--- config.mk ---
export PLATFORM = sky130hd
export DESIGN_NAME = cmd_sequencer_flat
export DESIGN_NICKNAME = d
export VERILOG_FILES = /design/src/rtl/cmd_sequencer_pkg.sv /design/src/rtl/cmd_sequencer_if.sv /design/src/rtl/cmd_sequencer.sv /design/src/flat_wrapper.sv
export SDC_FILE = /design/constraint.sdc
export NUM_CORES = 1
export LEC_CHECK = 0
export ABC_AREA = 0
export CORE_MARGIN = 2
export CORE_UTILIZATION = 37
export CTS_CLUSTER_SIZE = 30
export DETAILED_ROUTE_END_ITERATION = 10
export GPL_ROUTABILITY_DRIVEN = 0
export PLACE_DENSITY = 0.76
export RECOVER_POWER = 100
export SYNTH_ARGS = -nofsm -noshare
export SYNTH_HDL_FRONTEND = slang
export SYNTH_SLANG_ARGS = --single-unit
--- constraint.sdc ---
create_clock -name clk -period 1.95 [get_ports clk]
set_input_delay 0.39 -clock clk [delete_from_list [all_inputs] [get_ports clk]]
set_output_delay 0.39 -clock clk [all_outputs]
set_load 0.1 [all_outputs]
--- src/rtl/cmd_sequencer_pkg.sv ---
// Shared types and constants for the command sequencer: opcode and FSM state
// encodings plus default response bytes.
package cmd_seq_pkg;

  typedef enum logic [2:0] {
    OP_CAL   = 3'b000,
    OP_HDNG  = 3'b001,
    OP_MOVE  = 3'b010,
    OP_SOLVE = 3'b011
  } opcode_e;

  typedef enum logic [2:0] {
    IDLE,
    CAL,
    HDNG,
    MOVE,
    WAIT_CAL,
    WAIT_MV,
    SEND,
    WAIT_TX
  } state_e;

  localparam logic [7:0] ACK_DEFAULT = 8'hA5;
  localparam logic [7:0] NAK_DEFAULT = 8'h5A;

  // Opcodes 100..111 have no enum member and fall to the default decode arm.
  function automatic opcode_e cmd_opcode(input logic [15:0] cmd);
    return opcode_e'(cmd[15:13]);
  endfunction

endpackage

--- src/rtl/cmd_sequencer_if.sv ---
// Command/response handshake and maze-runner action bus between the UART
// command wrapper / datapath (slave side) and the sequencer (master side).
interface cmd_sequencer_if;

  logic [15:0] cmd;
  logic        cmd_rdy;
  logic        clr_cmd_rdy;
  logic        trmt;
  logic [7:0]  resp;
  logic        tx_done;
  logic        strt_cal;
  logic        cal_done;
  logic        strt_hdng;
  logic        strt_mv;
  logic        mv_cmplt;
  logic [11:0] dsrd_hdng;
  logic        stp_lft;
  logic        stp_rght;
  logic        cmd_md;
  logic        lft_rght;

  modport master (
    input  cmd, cmd_rdy, tx_done, cal_done, mv_cmplt,
    output clr_cmd_rdy, trmt, resp, strt_cal, strt_hdng, strt_mv,
           dsrd_hdng, stp_lft, stp_rght, cmd_md, lft_rght
  );

  modport slave (
    output cmd, cmd_rdy, tx_done, cal_done, mv_cmplt,
    input  clr_cmd_rdy, trmt, resp, strt_cal, strt_hdng, strt_mv,
           dsrd_hdng, stp_lft, stp_rght, cmd_md, lft_rght
  );

endinterface

--- src/rtl/cmd_sequencer.sv ---
// Decodes one UART command at a time, launches the datapath action, waits for
// its completion and returns an ACK/NAK byte. CMD_TMO_EN adds a wait timeout.
module cmd_sequencer
  import cmd_seq_pkg::*;
#(
`ifdef CMD_TMO_EN
  parameter int         TMO_W    = 24,
`endif
  parameter logic [7:0] ACK_BYTE = ACK_DEFAULT,
  parameter logic [7:0] NAK_BYTE = NAK_DEFAULT
) (
  input  logic             clk,
  input  logic             rst,
  cmd_sequencer_if.master  bus
);

  state_e      state_q, state_d;
  logic [7:0]  resp_q, resp_d;
  logic [11:0] hdng_q, hdng_d;
  logic        stp_lft_q, stp_lft_d;
  logic        stp_rght_q, stp_rght_d;
  logic        cmd_md_q, cmd_md_d;
  logic        lft_rght_q, lft_rght_d;
  logic        trmt_q, trmt_d;
  logic        clr_cmd_rdy;
  logic        strt_cal, strt_hdng, strt_mv;
  logic        tmo_expired;
  logic        unused_cmd_bit;

  assign unused_cmd_bit = bus.cmd[12];

`ifdef CMD_TMO_EN
  logic [TMO_W-1:0] tmo_cnt_q;

  // Cleared in the start-pulse state so it reads 0 on the first wait cycle;
  // saturates at all-ones rather than wrapping.
  always_ff @(posedge clk) begin
    if (rst) begin
      tmo_cnt_q <= '0;
    end else if (state_q == CAL || state_q == HDNG || state_q == MOVE) begin
      tmo_cnt_q <= '0;
    end else if ((state_q == WAIT_CAL || state_q == WAIT_MV) && !tmo_expired) begin
      tmo_cnt_q <= tmo_cnt_q + 1'b1;
    end
  end

  assign tmo_expired = &tmo_cnt_q;
`else
  assign tmo_expired = 1'b0;
`endif

  // NOTE: every variable gets its default before the case so no path can
  // leave one unassigned and infer a latch.
  always_comb begin
    state_d     = state_q;
    resp_d      = resp_q;
    hdng_d      = hdng_q;
    stp_lft_d   = stp_lft_q;
    stp_rght_d  = stp_rght_q;
    cmd_md_d    = cmd_md_q;
    lft_rght_d  = lft_rght_q;
    trmt_d      = 1'b0;
    clr_cmd_rdy = 1'b0;
    strt_cal    = 1'b0;
    strt_hdng   = 1'b0;
    strt_mv     = 1'b0;

    unique case (state_q)
      IDLE: begin
        // Gated by rst so a pending command is not consumed while resetting.
        if (bus.cmd_rdy && !rst) begin
          clr_cmd_rdy = 1'b1;
          case (cmd_opcode(bus.cmd))
            OP_CAL: begin
              cmd_md_d = 1'b1;
              state_d  = CAL;
            end
            OP_HDNG: begin
              hdng_d   = bus.cmd[11:0];
              cmd_md_d = 1'b1;
              state_d  = HDNG;
            end
            OP_MOVE: begin
              stp_lft_d  = bus.cmd[1];
              stp_rght_d = bus.cmd[0];
              cmd_md_d   = 1'b1;
              state_d    = MOVE;
            end
            OP_SOLVE: begin
              cmd_md_d   = 1'b0;
              lft_rght_d = bus.cmd[0];
              resp_d     = ACK_BYTE;
              state_d    = SEND;
            end
            default: begin
              resp_d  = NAK_BYTE;
              state_d = SEND;
            end
          endcase
        end
      end
      CAL: begin
        strt_cal = 1'b1;
        state_d  = WAIT_CAL;
      end
      HDNG: begin
        strt_hdng = 1'b1;
        state_d   = WAIT_MV;
      end
      MOVE: begin
        strt_mv = 1'b1;
        state_d = WAIT_MV;
      end
      WAIT_CAL: begin
        if (bus.cal_done) begin
          resp_d  = ACK_BYTE;
          state_d = SEND;
        end else if (tmo_expired) begin
          resp_d  = NAK_BYTE;
          state_d = SEND;
        end
      end
      WAIT_MV: begin
        if (bus.mv_cmplt) begin
          resp_d  = ACK_BYTE;
          state_d = SEND;
        end else if (tmo_expired) begin
          resp_d  = NAK_BYTE;
          state_d = SEND;
        end
      end
      SEND: begin
        // trmt is registered, landing one cycle after SEND.
        trmt_d  = 1'b1;
        state_d = WAIT_TX;
      end
      WAIT_TX: begin
        if (bus.tx_done) state_d = IDLE;
      end
      default: state_d = IDLE;
    endcase
  end

  // NOTE: sequential state uses non-blocking assignments so every register
  // samples the pre-edge values regardless of statement order.
  always_ff @(posedge clk) begin
    if (rst) begin
      state_q    <= IDLE;
      resp_q     <= ACK_BYTE;
      hdng_q     <= '0;
      stp_lft_q  <= 1'b0;
      stp_rght_q <= 1'b0;
      cmd_md_q   <= 1'b1;
      lft_rght_q <= 1'b0;
      trmt_q     <= 1'b0;
    end else begin
      state_q    <= state_d;
      resp_q     <= resp_d;
      hdng_q     <= hdng_d;
      stp_lft_q  <= stp_lft_d;
      stp_rght_q <= stp_rght_d;
      cmd_md_q   <= cmd_md_d;
      lft_rght_q <= lft_rght_d;
      trmt_q     <= trmt_d;
    end
  end

  assign bus.clr_cmd_rdy = clr_cmd_rdy;
  assign bus.trmt        = trmt_q;
  assign bus.resp        = resp_q;
  assign bus.strt_cal    = strt_cal;
  assign bus.strt_hdng   = strt_hdng;
  assign bus.strt_mv     = strt_mv;
  assign bus.dsrd_hdng   = hdng_q;
  assign bus.stp_lft     = stp_lft_q;
  assign bus.stp_rght    = stp_rght_q;
  assign bus.cmd_md      = cmd_md_q;
  assign bus.lft_rght    = lft_rght_q;

endmodule

--- src/flat_wrapper.sv ---
// flat-port wrapper written by rule: the top's interface ports become plain ports
module cmd_sequencer_flat import cmd_seq_pkg::*;
#(

  parameter logic [7:0] ACK_BYTE = ACK_DEFAULT,
  parameter logic [7:0] NAK_BYTE = NAK_DEFAULT
)
  (clk, rst, bus_cmd, bus_cmd_rdy, bus_tx_done, bus_cal_done, bus_mv_cmplt, bus_clr_cmd_rdy, bus_trmt, bus_resp, bus_strt_cal, bus_strt_hdng, bus_strt_mv, bus_dsrd_hdng, bus_stp_lft, bus_stp_rght, bus_cmd_md, bus_lft_rght);
  cmd_sequencer_if bus_i ();
  input  logic clk;
  input  logic rst;
  input wire logic [$bits(bus_i.cmd)-1:0] bus_cmd;
  input wire logic [$bits(bus_i.cmd_rdy)-1:0] bus_cmd_rdy;
  input wire logic [$bits(bus_i.tx_done)-1:0] bus_tx_done;
  input wire logic [$bits(bus_i.cal_done)-1:0] bus_cal_done;
  input wire logic [$bits(bus_i.mv_cmplt)-1:0] bus_mv_cmplt;
  output wire logic [$bits(bus_i.clr_cmd_rdy)-1:0] bus_clr_cmd_rdy;
  output wire logic [$bits(bus_i.trmt)-1:0] bus_trmt;
  output wire logic [$bits(bus_i.resp)-1:0] bus_resp;
  output wire logic [$bits(bus_i.strt_cal)-1:0] bus_strt_cal;
  output wire logic [$bits(bus_i.strt_hdng)-1:0] bus_strt_hdng;
  output wire logic [$bits(bus_i.strt_mv)-1:0] bus_strt_mv;
  output wire logic [$bits(bus_i.dsrd_hdng)-1:0] bus_dsrd_hdng;
  output wire logic [$bits(bus_i.stp_lft)-1:0] bus_stp_lft;
  output wire logic [$bits(bus_i.stp_rght)-1:0] bus_stp_rght;
  output wire logic [$bits(bus_i.cmd_md)-1:0] bus_cmd_md;
  output wire logic [$bits(bus_i.lft_rght)-1:0] bus_lft_rght;
  assign bus_i.cmd = bus_cmd;
  assign bus_i.cmd_rdy = bus_cmd_rdy;
  assign bus_i.tx_done = bus_tx_done;
  assign bus_i.cal_done = bus_cal_done;
  assign bus_i.mv_cmplt = bus_mv_cmplt;
  assign bus_clr_cmd_rdy = bus_i.clr_cmd_rdy;
  assign bus_trmt = bus_i.trmt;
  assign bus_resp = bus_i.resp;
  assign bus_strt_cal = bus_i.strt_cal;
  assign bus_strt_hdng = bus_i.strt_hdng;
  assign bus_strt_mv = bus_i.strt_mv;
  assign bus_dsrd_hdng = bus_i.dsrd_hdng;
  assign bus_stp_lft = bus_i.stp_lft;
  assign bus_stp_rght = bus_i.stp_rght;
  assign bus_cmd_md = bus_i.cmd_md;
  assign bus_lft_rght = bus_i.lft_rght;
  cmd_sequencer #(.ACK_BYTE(ACK_BYTE), .NAK_BYTE(NAK_BYTE)) u_core (.clk(clk), .rst(rst), .bus(bus_i));
endmodule
### Word-level counts from Yosys, hierarchy flattened

Index checks and enable logic that the tools add are counted.

| operators by class | value |
|---|---|
| eq/ne operators | 15 |
| muxes and demuxes | 18 |
| reductions and logical operators | 14 |

Operator list:

| kind | number |
|---|---|
| 8-bit 2-to-1 mux | 3 |
| 8-bit one-hot mux with 3 select lines | 1 |
| 3-bit one-hot mux with 7 select lines | 1 |
| 8-bit one-hot mux with 2 select lines | 1 |
| 3-bit by 2-bit == test with 1-bit output, second input constant | 4 |
| 3-bit == test, second input constant | 4 |
| 3-bit 2-to-1 mux | 4 |
| 3-bit AND reduction | 4 |
| 3-bit one-hot mux with 3 select lines | 1 |
| 2-bit != test, second input constant | 4 |
| 3-bit by 1-bit == test with 1-bit output, second input constant | 2 |
| 3-bit zero test | 2 |
| 1-bit 2-to-1 mux | 6 |
| 5-bit AND reduction | 1 |
| 4-bit AND reduction | 1 |
| 3-bit nonzero test | 1 |
| 3-bit OR reduction | 1 |
| 2-bit by 1-bit != test with 1-bit output, second input constant | 1 |
| 1-bit one-hot mux with 2 select lines | 1 |
| 2-bit nonzero test | 1 |
| 2-bit OR reduction | 1 |
| 1-bit logical AND | 1 |
| 1-bit zero test | 1 |

| storage, ports and cells | value |
|---|---|
| register bits after elaboration | 28 |
| input bits | 22 |

### Logic depth before layout (Yosys ltp)

Gate-level depths: netlist (run 1).

| logic depth | value |
|---|---|
| depth in word-level cells | 5 |
| depth in mapped cells | 8 |
| gate-level depth less buffers | 6 |

### Worst setup path before layout (run 1)

Ideal clock, no wire load.

| timing path | value |
|---|---|
| path kind | reg2reg |
| start point | register u_core.state_q[1] |
| end point | register u_core.state_q[0] |
| data arrival time | 3385 ps |
| required time | 1892 ps |
| slack | -1493 ps |
| cell stages (with the launch flop) | 6 |
| buffers on the path | 1 |
| clock period less this slack | 3443 ps |
| path through | dfxtp_1 buf_2 nor3b_1 o21ai_0 a31oi_1 mux2_2 |

| on the way | value |
|---|---|
| longest elaborated chain between the ends | 3 |
| elaborated cells between the ends (all ways) | 15 |

RTL lines:

| what | line | RTL |
|---|---|---|
| start, declared | cmd_sequencer.sv:17 | `state_e state_q, state_d;` |
| start signal, assigned | cmd_sequencer.sv:157 | `state_q <= state_d;` |
| 3-bit by 2-bit == test with 1-bit output (tied with other cells) | cmd_sequencer.sv:68 | `unique case (state_q)` |
| 2-bit OR reduction (no line) (tied with other cells) | -- |  |
| 3-bit one-hot mux with 7 select lines / 4-bit AND reduction (equally long branches) | -- |  |

Parallel ways exist; a longest one is shown, timed or not.
A chain may end at the register's enable or synchronous reset.

### Worst setup path after layout (run 1)

Ends and elaborated chain as after synthesis.

==> metrics.txt, run 1 <==
status=finished clean; clock transition at the registers of the reported paths=approximately 0.12 ns; DP Wirelength=around 2300 um; largest net degree at the start of global routing=21; Period minus WS final=1.87 ns; max_slew headroom=0.627; transition time of the tightest slew-check pin=~0.56 ns; CTS buffer count=3; Pre-antenna DRT Iters=4; FF+latch count, synth=22; # H-tree levels=1; DR WL/cell=roughly 14 um; CTS sink count=22; initial core utilization=0.386; synth top area cells=dfxtp_1, mux2i_1, nor2_1, buf_4, ha_1; Crit. End Element=flop; f_max=between 0.5 and 0.6 GHz; RSZ-0062 raised after global routing=false; Inst Count DP=220; row cnt=20; Die H=approximately 60 um; I/O Pins=just over 50; Yosys top cell area share=0.376; syn_nets=154; syn avg cell area=just over 9 sq um; initial antenna violation count=0; distinct cell type count after synthesis=33; grt ovf=0; Total Routed Length=around 3000 um; Finished Core Util=0.549; hold_buf cts=0; final hold slack=~0.5 ns; postcts setup bufs=0; Layout area overhead=42.0%; Final Max Slew Viols=0; Critical Path RT=2.17 ns; routed vias=~1,100; leakage=between 0.0007 and 0.0008 uW; crit share post-route=0.960; final std cells w/o fill=224; clock buffer depth=2; vias in the first global route=1,084; area leader, netlist=dfxtp_1; Post-synth EDFFs=0; Post-synth top cells=dfxtp_1, nor2_1, mux2i_1; ys flop type=dfxtp_1; Critical Path Fanout Max=10; startpoint types=flop; initial drt markers=29; Port Buffer Count=49; die area=3630 sq um; top-count cell post-synth=dfxtp_1; Final Instance Area=1660 sq um; final clock skew=approximately 0.0015 ns; Arr. time, crit path=2.09 ns; asr flop ratio synth=0; Root Driver=clkbuf_4; DRT antenna net count=0; nets=just over 200; VDD IR max=between 0.5 and 0.6 mV; endpoints failing setup=0; Hold Crit Class=flop to flop; power per cell area=1250 nW/um^2; clock tree from TritonCTS=done; CP Class=flop to flop; n_diodes=0; insertion delay to the later sink of the worst-skew pair=just over 0.3 ns; dpl cell area=approximately 1800 sq um; register area share after synthesis=0.376; synth warn=0; DRC=0; post-synthesis instance total=129; flop-to-flop setup slack=slightly below 0.08 ns; first-pass GRT wire length=about 4700 um; layout cells sized above 1=0.294; mean number of vias per cell=5.01; Max-cap violations=0; CORE AREA=3030 sq um; Die Width=between 60 and 70 um; Post-Syn Area=~1200 sq um; total power=2080 uW; GR Util All Layers=0.171; final hold violations=0
[power by group]
part | switching [uW] | leakage [uW] | internal, uW | total (uW)
clock | 141 | 0.0000279 | 208 | 349
sequential | 28.5 | 0.000178 | 494 | 523
combinational | 828 | 0.000582 | 377 | 1210
[flip-flops by register name, indices dropped and copies added, names as in the netlist]
name / cells
u_core.bus.stp_lft: 1
u_core.bus.trmt: 1
u_core.state_q: 3
u_core.bus.lft_rght: 1
u_core.bus.stp_rght: 1
u_core.bus.dsrd_hdng: 12
u_core.bus.resp: 2
u_core.bus.cmd_md: 1
[critical path, cell delays in order (launching register included)]
cell	delay, ns
dfxtp_1	0.37
buf_6	0.16
inv_1	0.06
buf_4	0.15
ha_1	0.27
nor3b_1	0.17
o21ai_0	0.20
a31oi_1	0.13
mux2_2	0.27
[final timing paths]
kind | from | to | cells after the start
worst max-delay path | u_core.state_q[1] | u_core.state_q[0] | 8
worst min-delay path | u_core.bus.dsrd_hdng[8] | u_core.bus.dsrd_hdng[8] | 2
worst max register to register | u_core.state_q[1] | u_core.state_q[0] | 8
worst min register to register | u_core.bus.dsrd_hdng[8] | u_core.bus.dsrd_hdng[8] | 2
[logic make-up (layout without fill, tap and decap cells)]
group / after synthesis / count (layout) / share of synthesized area
buffers and inverters: 20 / 71 / 0.118
adders and majority gates: 3 / 3 / 0.0321
AOI/OAI and AO/OA: 19 / 19 / 0.105
DFF: 22 / 22 / 0.376
muxes: 18 / 18 / 0.155
and+or+nand+nor: 47 / 47 / 0.214
[cells in the final DEF, fill, tap and decap left out, types with 2 or more instances in the layout]
cell type         n
o21bai_1          2
nor3b_1           2
buf_4            11
clkbuf_2         26
nand3_1           3
o21ai_0           6
clkdlybuf4s50_1  20
ha_1              3
nor2b_1           2
dfxtp_1          21
buf_6             2
a31oi_1           4
clkbuf_4          4
nor3_1            2
nor2_1           20
nand2b_1          4
nor4_1            3
o31ai_1           2
clkbuf_1          2
mux2i_1          17
inv_1             4
nand2_1           2
[layer usage]
metal | vias up | global-route usage | share of wire
met2 | 42 | 0.334 | 0.54
met5 | - | 0 | 0
li1 | 545 | - | -
met4 | 0 | 0.0603 | 0.016
met1 | 527 | 0.178 | 0.38
met3 | 8 | 0.0325 | 0.064
[stage by stage]
step                setup TNS, ns  worst slack (ns)
finish                          0            0.0779
global route                    0            0.0113
CTS                             0            0.0875
detailed placement         -0.872           -0.0856
global placement           -0.623           -0.0522
floorplan                  -0.619           -0.0708
[final cells by class]
type                            count  area [sq um]
Clock buffer                        3          22.5
Fill cell                         265          1370
Tap cell                           44          55.1
Timing Repair Buffer               63           470
Sequential cell                    22           442
Clock inverter                      1          30.0
Inverter                            4          15.0
Multi-Input combinational cell     87           627
[timing repair]
action                                  4_1_cts  5_1_grt
endpoints found under the setup margin        0        2
endpoints found under the hold margin         0        0
resized for setup                             0        2
(Power assumes the default switching activity.)
==> inputs of run 2 (changes only) <==
Settings changed: GPL_TIMING_DRIVEN from default to 1.
==> results of run 2 <==
Same layout as run 1: the final DEF is identical, and so are final timing and power.
